## src/rtl/i2s_audio_tx.sv

```systemverilog
// I2S transmitter: fractional-NCO bit clock, 64 BCK per frame, one stereo pair latched per frame.
// Define I2S_LEFT_JUSTIFIED_EN for left-justified framing; default is standard Philips I2S.
module i2s_audio_tx #(
  parameter int CLK_RATE   = 32000000,
  parameter int AUDIO_RATE = 48000,
  parameter int AUDIO_DW   = 16
) (
  input  logic                clk_sys,
  input  logic                reset_n,
  input  logic [AUDIO_DW-1:0] left_in,
  input  logic [AUDIO_DW-1:0] right_in,
  input  logic                mute,
  output logic                sample_strobe,
  output logic                i2s_bck,
  output logic                i2s_lrck,
  output logic                i2s_data
);

  localparam int            AW      = $clog2(CLK_RATE) + 1;
  localparam logic [AW-1:0] STEP    = AW'(128 * AUDIO_RATE);
  localparam logic [AW-1:0] MODULUS = AW'(CLK_RATE);

  logic [AW-1:0]       r_acc;
  logic                r_bck;
  logic                r_lrck;
  logic                r_data;
  logic                r_strobe;
  logic [5:0]          r_bit_cnt;
  logic [AUDIO_DW-1:0] r_left;
  logic [AUDIO_DW-1:0] r_right;

  logic [AW-1:0]       w_sum;
  logic [AW-1:0]       w_acc_next;
  logic                w_tick;
  logic                w_fall;
  logic                w_frame_start;
  logic [5:0]          w_cnt_next;
  logic [AUDIO_DW-1:0] w_left_next;
  logic [AUDIO_DW-1:0] w_right_next;
  logic [AUDIO_DW-1:0] w_word;
  logic                w_bit;

  // Serial bit for a slot; w_pos is the 1-based MSB-first bit position carried by that slot.
  function automatic logic slot_bit(input logic [AUDIO_DW-1:0] word, input logic [4:0] slot);
    logic [5:0]          w_pos;
    logic [AUDIO_DW-1:0] w_sh;
    logic                w_out;
`ifdef I2S_LEFT_JUSTIFIED_EN
    w_pos = {1'b0, slot} + 6'd1;
`else
    w_pos = {1'b0, slot};
`endif
    w_sh = word << (w_pos - 6'd1);
    if ((w_pos != 6'd0) && (w_pos <= 6'(AUDIO_DW))) begin
      w_out = w_sh[AUDIO_DW-1];
    end else begin
      w_out = 1'b0;
    end
    return w_out;
  endfunction

  always_comb begin
    w_sum = r_acc + STEP;
    w_tick = (w_sum >= MODULUS);
    if (w_tick) begin
      w_acc_next = w_sum - MODULUS;
    end else begin
      w_acc_next = w_sum;
    end
    w_fall        = w_tick & r_bck;
    w_cnt_next    = r_bit_cnt + 6'd1;
    w_frame_start = w_fall && (r_bit_cnt == 6'd63);
    // The new pair must already feed the slot-0 bit in the frame-start cycle.
    if (w_frame_start) begin
      if (mute) begin
        w_left_next  = '0;
        w_right_next = '0;
      end else begin
        w_left_next  = left_in;
        w_right_next = right_in;
      end
    end else begin
      w_left_next  = r_left;
      w_right_next = r_right;
    end
    if (w_cnt_next[5]) begin
      w_word = w_right_next;
    end else begin
      w_word = w_left_next;
    end
    w_bit = slot_bit(w_word, w_cnt_next[4:0]);
  end

  always_ff @(posedge clk_sys or negedge reset_n) begin
    if (!reset_n) begin
      r_acc     <= '0;
      r_bck     <= 1'b0;
      r_lrck    <= 1'b0;
      r_data    <= 1'b0;
      r_strobe  <= 1'b0;
      r_bit_cnt <= 6'd63;
      r_left    <= '0;
      r_right   <= '0;
    end else begin
      r_acc    <= w_acc_next;
      r_strobe <= w_frame_start;
      if (w_tick) begin
        r_bck <= ~r_bck;
      end else begin
        r_bck <= r_bck;
      end
      // Everything the DAC sees moves only on the falling half of BCK.
      if (w_fall) begin
        r_bit_cnt <= w_cnt_next;
        r_lrck    <= w_cnt_next[5];
        r_data    <= w_bit;
        r_left    <= w_left_next;
        r_right   <= w_right_next;
      end else begin
        r_bit_cnt <= r_bit_cnt;
        r_lrck    <= r_lrck;
        r_data    <= r_data;
        r_left    <= r_left;
        r_right   <= r_right;
      end
    end
  end

  assign sample_strobe = r_strobe;
  assign i2s_bck       = r_bck;
  assign i2s_lrck      = r_lrck;
  assign i2s_data      = r_data;

endmodule
```

## config.mk

```make
export PLATFORM = sky130hd
export DESIGN_NAME = i2s_audio_tx
export DESIGN_NICKNAME = d
export VERILOG_FILES = /design/src/rtl/i2s_audio_tx.sv
export SDC_FILE = /design/constraint.sdc
export NUM_CORES = 1
export LEC_CHECK = 0
export BUFFER_PORTS_ARGS = -buffer_cell sky130_fd_sc_hd__buf_2
export CAP_MARGIN = 5
export CELL_PAD_IN_SITES_DETAIL_PLACEMENT = 1
export CELL_PAD_IN_SITES_GLOBAL_PLACEMENT = 2
export CORE_MARGIN = 2
export CORE_UTILIZATION = 39
export CTS_BUF_LIST = sky130_fd_sc_hd__clkbuf_4 sky130_fd_sc_hd__clkbuf_8 sky130_fd_sc_hd__clkbuf_16
export CTS_CLUSTER_SIZE = 24
export DETAILED_ROUTE_END_ITERATION = 7
export PLACE_DENSITY_LB_ADDON = 0.1
export SETUP_SLACK_MARGIN = 0.1
export SLEW_MARGIN = 20
export SYNTH_ARGS = -nofsm -noshare
export SYNTH_HDL_FRONTEND = slang
export SYNTH_SLANG_ARGS = --single-unit
export TNS_END_PERCENT = 20
```

## constraint.sdc

```tcl
create_clock -name clk_sys -period 6.5 [get_ports clk_sys]
set_clock_uncertainty 0.2 [all_clocks]
set_input_delay 0.65 -clock clk_sys [delete_from_list [all_inputs] [get_ports clk_sys]]
set_output_delay 0.65 -clock clk_sys [all_outputs]
set_load 0.02 [all_outputs]
```

==> results_dict.tcl, run 1 <==
set metrics [dict create \
    crit_fanout 34 \
    period_needed_ps 4170 \
    postCtsSetupBuffers 0 \
    min_period_over_period_pct 64.2 \
    num_io_pins 39 \
    synthFlopType "dfrtp_1" \
    async_flop_share_pct 100 \
    critPathLaunchType "register" \
    initial_core_util_pct 40.3 \
    dp_hpwl_um 6600 \
    maxSlewHeadroom_pct 38.0 \
    port_buffers 38 \
    rows 35 \
    hp-class "input pin to asynchronous set/reset pin" \
    total_power_mw 0.862 \
    wl_met1_um 4890 \
    fin_hold_ws_ps 275 \
    max_stage_delay_ps 510 \
    syn_to_final_growth_pct 15.0 \
    finalHoldViolCount 0 \
    max_freq_mhz 240 \
    clock_path_buffers 2 \
    wl_per_cell_um 16.2 \
    finalMaxSlewViolations 0 \
    p_leak_nw 1.95 \
    cp-end-kind "register" \
    core_area_um2 9240 \
    grt_overflow 0 \
    worstSkewPairLatency_ps 340 \
    cts_hold_buf 0 \
    fin_setup_tns_ps 0 \
    setup_slack_ps 2330 \
    gp_congestion 0.812 \
    cts_tree "yes" \
    power.density_nw_per_um2 201 \
    max_cap_viol_count 0 \
    dr.pass1.iters 4 \
    synth.most_common_cell "dfrtp_1" \
    drive_above_1_share_pct 20.3 \
    cts_root_buffer "clkbuf_8" \
    cp_data_arrival_time_ps 4200 \
    synth_top_area_cell "dfrtp_1" \
    internal_power_mw 0.687 \
    ant_nets 0 \
    drtIter0Drc 100 \
    reg2reg_to "i2s_data" \
    fp.dieW_um 102 \
    yosysSeqAreaShare_pct 38.5 \
    ys_seq_elements 57 \
    htreeDepth 3 \
    worst_pin_slew_ps 928 \
    ys_warn_count 0 \
    drcViolationCount 0 \
    syn_area_um2 3720 \
    grt_use_total_pct 19.5 \
    ctsResizeCount 0 \
    worstPathRequired_ps 6520 \
    top_layer_used "met4" \
    power_frac_comb_pct 4.0 \
    num_vias 2979 \
    die_area_um2 10300 \
    crit_path_top_delay_cell "or4_4" \
    cts.clk_slew.worst_paths_ps 70 \
    reg2reg_depth 12 \
    num-fill-cells 1106 \
    cts_num_sinks 57 \
    rsz0062_at_grt "no" \
    yosys-top-cells-area "dfrtp_1, o21ai_0, nand2b_1" \
    viasPerCell 5.15 \
    p_seq_share_pct 41.6 \
    crit_type "register to register" \
    synthDominantCellAreaShare_pct 34.3 \
    syn_nets 458 \
    wl_met2_um 4140 \
    grt_pass1_vias 3003 \
    floorplan.die.height_um 102 \
    switchingPower_mw 0.174 \
    yosysUniqueCellTypes 69 \
    grt_max_degree 58 \
    antenna_found_initial 0 \
    synthTopCellsByCount "dfrtp_1, nand2_1, o21ai_0" \
    post-place-ws_ps 1990 \
    synth_edf_count 0 \
    cp_cell_sequence "inv_1, ha_1, nand2b_4, a31o_1, or4_4, a2bb2oi_2, a31oi_4, buf_16, buf_4, o41ai_1, o311a_1, o32a_1" \
    outcome "complete, no violations" \
    route.met3.wl_um 281 \
    nNetsFinal 485 \
    cts_buffers 9 \
    swShare_pct 20.2 \
    avgSynthCellArea_um2 8.92 \
    ir_drop_uv 77.0 \
    r2r-start "r_acc[14]" \
    drt_wl_total_um 9390 \
    syn_inst 417 \
    grt_pass1_wl_um 15600 \
    n_antenna_cell 0 \
    final-setup-viol-count 0 \
    r2r_slack_ps 2330 \
    clockPowerShare_pct 54.4 \
]
-- through the flow --
step / cell area (µm²) / cells / util [%]
floorplan: 3720 / 417 / -
global placement: 3980 / 561 / 43.0
detailed placement: 3980 / 561 / 43.0
CTS: 4250 / 577 / 46.0
global route: 4280 / 578 / 46.3
finish: 4280 / 578 / 46.3
-- routing by layer --
metal | global-route usage, % | vias to the layer above
met2 | 29.1 | 43
met4 | 4.99 | 0
met3 | 4.07 | 6
met1 | 28.8 | 1436
li1 | - | 1494
met5 | 0 | -
-- flip-flops by register name, indices dropped and copies added (netlist names) --
name	cells
r_left	16
r_right	16
r_acc	15
r_bit_cnt	6
i2s_bck	1
i2s_data	1
i2s_lrck	1
sample_strobe	1
-- worst max-delay path by stage --
stage,start,slack (ps),cells after the start,end
floorplan,r_acc[14],3050,13,i2s_data
detailed placement,r_acc[14],1990,11,i2s_data
finish,r_acc[14],2330,12,i2s_data
global placement,r_acc[14],2110,11,i2s_data
CTS,r_acc[14],1950,11,i2s_data
global route,r_acc[14],2100,12,i2s_data
-- kinds of logic (layout without fill, tap and decap cells) --
logic type,count (synthesis),count (layout),share of synthesized area (%)
simple gates,155,155,21.6
flops,57,57,38.5
buf+inv,54,86,6.12
fa+ha+maj,8,8,2.56
xor+xnor,25,25,5.89
compound gates,97,97,18.0
mux,21,21,7.23
-- power groups by stage --
stage / clock [mW] / sequential (mW) / combinational [mW]
final: 0.468 / 0.358 / 0.0349
after global routing: 0.494 / 0.358 / 0.0400
after CTS: 0.480 / 0.358 / 0.0364
after detailed placement: 0 / 0.365 / 0.0363
after global placement: 0 / 0.365 / 0.0358
after floorplan: 0 / 0.365 / 0.0136
-- cells in the final DEF, fill, tap and decap left out, types with 8 or more instances in the layout --
cell / n
mux2_2: 10
o21ai_0: 36
nor2_1: 26
nor3_1: 8
nor2b_1: 12
nand2b_1: 28
dfrtp_1: 51
nand3_1: 10
nand2_1: 44
buf_2: 38
clkbuf_8: 11
inv_1: 27
xnor2_1: 19
a21oi_1: 12
-- worst max-delay path: cells and delay by family (launching register included) --
kind / cells / cell delay, ps
AND/OR/NAND/NOR: 2 / 620
buffers and inverters: 3 / 630
adder cells (fa/ha/maj): 1 / 410
AO/OA/AOI/OAI: 6 / 1680
flip-flops: 1 / 490
-- final cells by class --
cell class                 count  area (µm²)  area share [%]
sequential                    57        1430            33.5
clock buffer                  11         151            3.54
clock inverter                 5         125            2.92
inverter                      27         101            2.37
multi-input combinational    306        2060            48.1
tap                          129         161            3.77
timing repair buffer          43         248            5.79
No activity file was read; power rests on OpenSTA's default activity.
==> run 2, diff against run 1 <==
--- a/config.mk
+++ b/config.mk
@@ -10,7 +10,7 @@
 export CELL_PAD_IN_SITES_DETAIL_PLACEMENT = 1
 export CELL_PAD_IN_SITES_GLOBAL_PLACEMENT = 2
 export CORE_MARGIN = 2
-export CORE_UTILIZATION = 39
+export CORE_UTILIZATION = 33
 export CTS_BUF_LIST = sky130_fd_sc_hd__clkbuf_4 sky130_fd_sc_hd__clkbuf_8 sky130_fd_sc_hd__clkbuf_16
 export CTS_CLUSTER_SIZE = 24
 export DETAILED_ROUTE_END_ITERATION = 7
==> constraint.sdc (replaced) <==
create_clock -name clk_sys -period 3.75 [get_ports clk_sys]
set_clock_uncertainty 0.2 [all_clocks]
set_input_delay 0.375 -clock clk_sys [delete_from_list [all_inputs] [get_ports clk_sys]]
set_output_delay 0.375 -clock clk_sys [all_outputs]
set_load 0.02 [all_outputs]
==> run 2 against run 1 <==
Total power is 67% higher. Flip-flop and latch count did not move. Final area increased by 1.8%. Die area increased by 17%. Sequential share of layout area is 0.58 points lower. Register-to-register slack got worse by 2100 ps. Critical path depth unchanged. Combinational power increased by 79%. Core utilization is 6.5 points lower. Setup slack worse by 2100 ps.
==> results_dict.tcl, run 2 (synthesized netlist as in run 1, its figures left out) <==
set metrics [dict create \
    outcome "complete, no violations" \
    grt_pass1_wl_um 16100 \
    post-place-ws_ps 261 \
    r2r-start "r_acc[15]" \
    cp_data_arrival_time_ps 3560 \
    max_cap_viol_count 0 \
    fin_setup_tns_ps 0 \
    clock_path_buffers 2 \
    max_freq_mhz 286 \
    finalHoldViolCount 0 \
    maxSlewHeadroom_pct 50.6 \
    floorplan.die.height_um 110 \
    worstPathRequired_ps 3810 \
    cp_cell_sequence "inv_1, ha_1, nand2b_4, a31o_1, or4_4, a2bb2oi_2, a31oi_4, buf_12, mux2_4, o221a_1, a211oi_2, o32a_1" \
    grt_max_degree 44 \
    syn_to_final_growth_pct 17.2 \
    cts_root_buffer "clkbuf_16" \
    finalMaxSlewViolations 0 \
    grt_overflow 0 \
    ir_drop_uv 137 \
    n_antenna_cell 0 \
    critPathLaunchType "register" \
    cts_tree "yes" \
    cts.clk_slew.worst_paths_ps 50 \
    initial_core_util_pct 34.0 \
    num-fill-cells 1324 \
    rsz0062_at_grt "no" \
    num_io_pins 39 \
    wl_per_cell_um 16.3 \
    final_common_cell "dfrtp_1" \
    drt_wl_total_um 9750 \
    cp-end-kind "register" \
    dp_cells 582 \
    startpoint "r_acc[15]" \
    drive_above_1_share_pct 22.0 \
    period_needed_ps 3500 \
    viasPerCell 5.05 \
    rows 38 \
    drcViolationCount 0 \
    fin_hold_ws_ps 95.5 \
    crit_path_top_delay_cell "or4_4" \
    nNetsFinal 495 \
    fp.dieW_um 110 \
    min_period_over_period_pct 93.3 \
    setup_slack_ps 250 \
    hp-class "input pin to register" \
    grt_pass1_vias 3071 \
    die_area_um2 12100 \
    worstSkewPairLatency_ps 330 \
    dp_hpwl_um 7150 \
    final-setup-viol-count 0 \
    largestRegisters "r_left (16), r_right (16), r_acc (15)" \
    ant_nets 0 \
    antenna_found_initial 0 \
    worstHoldStart "left_in[4]" \
    max_stage_delay_ps 510 \
    worst_pin_slew_ps 736 \
    total_power_mw 1.43 \
    port_buffers 38 \
    crit_fanout 38 \
    dr.pass1.iters 4 \
    grt_use_total_pct 17.7 \
    num_vias 3022 \
    htreeDepth 3 \
    final_cell_mix "dfrtp_1, nand2_1, buf_2, o21ai_0, nand2b_1" \
    crit_type "register to register" \
    gp_congestion 0.836 \
    p_leak_nw 2.00 \
    whs_path_depth 3 \
    reg2reg_depth 12 \
    final_cells 599 \
    drtIter0Drc 95 \
    power.density_nw_per_um2 329 \
    cts_buffers 9 \
    core_area_um2 10900 \
    cts_num_sinks 57 \
]
==> run 2: metal layers <==
layer | vias to the layer above | GRT usage, % | wire [µm]
li1 | 1506 | - | -
met1 | 1469 | 26.1 | 5260
met2 | 36 | 25.7 | 4110
met3 | 11 | 2.82 | 231
met4 | 0 | 6.70 | 150
met5 | - | 0 | 0
==> run 2: where the power goes <==
group | internal [mW] | switching (mW)
registers | 0.621 | 0.00137
clock network | 0.464 | 0.286
logic | 0.0286 | 0.0338
total | 1.11 | 0.321
==> run 2: metrics by stage <==
| step | instance area, µm² | utilization (%) |
|---|---|---|
| 2_1_floorplan | 3720 | - |
| 3_3_place_gp | 4080 | 37.3 |
| 3_5_place_dp | 4080 | 37.3 |
| 4_1_cts | 4340 | 39.7 |
| 5_1_grt | 4360 | 39.9 |
| 6_report | 4360 | 39.9 |
==> run 2: layout make-up <==
type                       count  area [µm²]  area share [%]
clock buffer                  12         248            5.68
sequential                    57        1440            32.9
clock inverter                 4        20.0           0.459
multi-input combinational    306        2060            47.2
timing repair buffer          53         320            7.35
tap                          140         175            4.02
inverter                      27         101            2.33
==> run 2: critical path: cells and delay by family (launching register included) <==
kind / cells / cell delay, ps
buffers and inverters: 2 / 300
DFF: 1 / 440
and+or+nand+nor: 2 / 600
muxes: 1 / 330
adders and majority gates: 1 / 230
AOI/OAI and AO/OA: 6 / 1320
==> run 2: final timing paths <==
| kind | endpoint | slack [ps] |
|---|---|---|
| min in group asynchronous | r_acc[23] | 400 |
| max in group asynchronous | r_bit_cnt[1] | 2230 |
| hold reg to reg | r_left[12] | 280 |
| setup reg to reg | i2s_data | 250 |
| hold / removal | r_left[4] | 100 |
| setup / recovery | i2s_data | 250 |
==> run 2: timing repair <==
action                                 CTS  global route
hold buffers                             0             1
endpoints found under the hold margin    0            42
resized for setup                        0             1
setup endpoints to repair                0             1
setup buffers                            0             0
==> run 3, diff against run 2 <==
--- a/config.mk
+++ b/config.mk
@@ -5,12 +5,14 @@
 export SDC_FILE = /design/constraint.sdc
 export NUM_CORES = 1
 export LEC_CHECK = 0
+export ABC_AREA = 0
 export BUFFER_PORTS_ARGS = -buffer_cell sky130_fd_sc_hd__buf_2
 export CAP_MARGIN = 5
 export CELL_PAD_IN_SITES_DETAIL_PLACEMENT = 1
 export CELL_PAD_IN_SITES_GLOBAL_PLACEMENT = 2
+export CORE_ASPECT_RATIO = 1.4
 export CORE_MARGIN = 2
-export CORE_UTILIZATION = 33
+export CORE_UTILIZATION = 37
 export CTS_BUF_LIST = sky130_fd_sc_hd__clkbuf_4 sky130_fd_sc_hd__clkbuf_8 sky130_fd_sc_hd__clkbuf_16
 export CTS_CLUSTER_SIZE = 24
 export DETAILED_ROUTE_END_ITERATION = 7
==> constraint.sdc (replaced) <==
create_clock -name clk_sys -period 3.6 [get_ports clk_sys]
set_clock_uncertainty 0.2 [all_clocks]
set_input_delay 0.36 -clock clk_sys [delete_from_list [all_inputs] [get_ports clk_sys]]
set_output_delay 0.36 -clock clk_sys [all_outputs]
set_load 0.02 [all_outputs]
==> run 3 against run 2 <==
Clock power rose by 6.9%. Routed wire length increased by 9.0%. Fmax up 2.7%. Total power grew 5.7%. Sequential share of layout area down 1.9 points. Die area fell by 10%. Non-clock buffer count up 19. Critical endpoint unchanged. Largest cell class unchanged. Highest routed layer unchanged.
==> results_dict.tcl, run 3 (synthesized netlist as in run 1, its figures left out) <==
set metrics [dict create \
    outcome "complete, no violations" \
    drcViolationCount 0 \
    ir_drop_uv 222 \
    num_vias 3191 \
    cts_buffers 9 \
    clock_path_buffers 2 \
    crit_fanout 6 \
    max_cap_viol_count 0 \
    port_buffers 38 \
    fp.dieW_um 88.7 \
    worst_pin_slew_ps 961 \
    power.density_nw_per_um2 328 \
    grt_max_degree 35 \
    placed_area_um2 4130 \
    critPathLaunchType "register" \
    final_cell_mix "dfrtp_1, nand2_1, buf_2, o21ai_0, nand2b_1" \
    grt_use_total_pct 20.8 \
    initial_core_util_pct 37.8 \
    core_area_um2 9850 \
    wl_per_cell_um 17.3 \
    dr.pass1.iters 4 \
    antenna_found_initial 0 \
    gr-usage-met3_pct 3.56 \
    final-setup-viol-count 0 \
    cp-end-kind "register" \
    cts_root_buffer "clkbuf_16" \
    num_io_pins 39 \
    n_antenna_cell 0 \
    drive_above_1_share_pct 26.2 \
    p_leak_nw 2.15 \
    worstSkewPairLatency_ps 330 \
    cts_num_sinks 57 \
    hp-class "input pin to register" \
    crit_type "register to register" \
    finalHoldViolCount 0 \
    fin_setup_tns_ps 0 \
    cts_tree "yes" \
    maxSlewHeadroom_pct 35.4 \
    cp_data_arrival_time_ps 3420 \
    fin_area_um2 4620 \
    rows 43 \
    rsz0062_at_grt "no" \
    grt_busiest_layer "met2" \
    grt_pass1_wl_um 16900 \
    die_area_um2 10900 \
    cts.clk_slew.worst_paths_ps 50 \
    ant_nets 0 \
    floorplan.die.height_um 123 \
    gp_congestion 0.808 \
    drtIter0Drc 118 \
    period_needed_ps 3410 \
    final_common_cell "dfrtp_1" \
    grt_overflow 0 \
    syn_to_final_growth_pct 24.3 \
    dp_hpwl_um 7680 \
    nNetsFinal 514 \
    largestRegisters "r_left (16), r_right (16), r_acc (15)" \
    min_period_over_period_pct 94.7 \
    worstPathRequired_ps 3610 \
    finalMaxSlewViolations 0 \
    grt_pass1_vias 3414 \
    htreeDepth 3 \
    use_met1_pct 23.3 \
    grt_util_met2_pct 37.4 \
    drt_wl_total_um 10600 \
    max_freq_mhz 293 \
    viasPerCell 5.21 \
]
==> run 3: path summary, 6_finish.rpt <==
kind,start,end,slack [ps],depth (start not counted)
setup / recovery,r_acc[15],i2s_data,190,12
hold / removal,left_in[11],r_left[11],90,3
setup reg to reg,r_acc[15],i2s_data,190,12
hold reg to reg,r_left[9],r_left[9],270,2
max in group asynchronous,reset_n,sample_strobe,1890,3
min in group asynchronous,reset_n,i2s_bck,480,2
==> run 3: worst max-delay path, stage by stage, from the launching register on <==
cell and delay, ps:
dfrtp_1 380, buf_4 160, ha_1 180, inv_1 50, o21ai_0 220, or4_4 490
a2bb2oi_2 180, a31oi_4 230, buf_12 150, mux2_4 310, o21ba_2 220, o211a_1 200
o32a_1 340
==> run 3: where the power goes <==
group	total [mW]	leakage [nW]	internal, mW	switching, mW
sequential	0.649	0.602	0.647	0.00184
clock	0.802	0.146	0.514	0.288
combinational	0.0658	1.40	0.0298	0.0360
==> run 3: layer usage <==
metal | up-vias | share of wire, %
met3 | 19 | 2.3
met1 | 1575 | 41
met5 | - | 0
li1 | 1552 | -
met4 | 0 | 2.9
met2 | 45 | 54
==> run 3: final cells by class <==
type                       instances  area, µm²
clock buffer                      13        268
clock inverter                     3       15.0
fill                            1178       5220
inverter                          27        101
multi-input combinational        306       2090
sequential                        57       1440
tap                              135        169
timing repair buffer              72        541
==> run 3: per-stage QoR <==
stage          setup WS (ps)  std cells  total power, mW  util, %  hold WS (ps)
2_1_floorplan            150        417            0.683        -          -136
3_3_place_gp             189        585            0.724     41.9           260
3_5_place_dp             115        585            0.726     41.9           265
4_1_cts                  125        603             1.54     45.3          77.3
5_1_grt                 69.1        613             1.58     47.0           110
6_report                 192        613             1.52     47.0          88.6
==> run 3: timing repair <==
item	CTS	global route
endpoints found under the setup margin	1	1
gates resized for setup	1	10
pin swaps	1	6
cloned	1	2
hold buffers	1	0
endpoints found under the hold margin	27	0
setup buffers	0	8
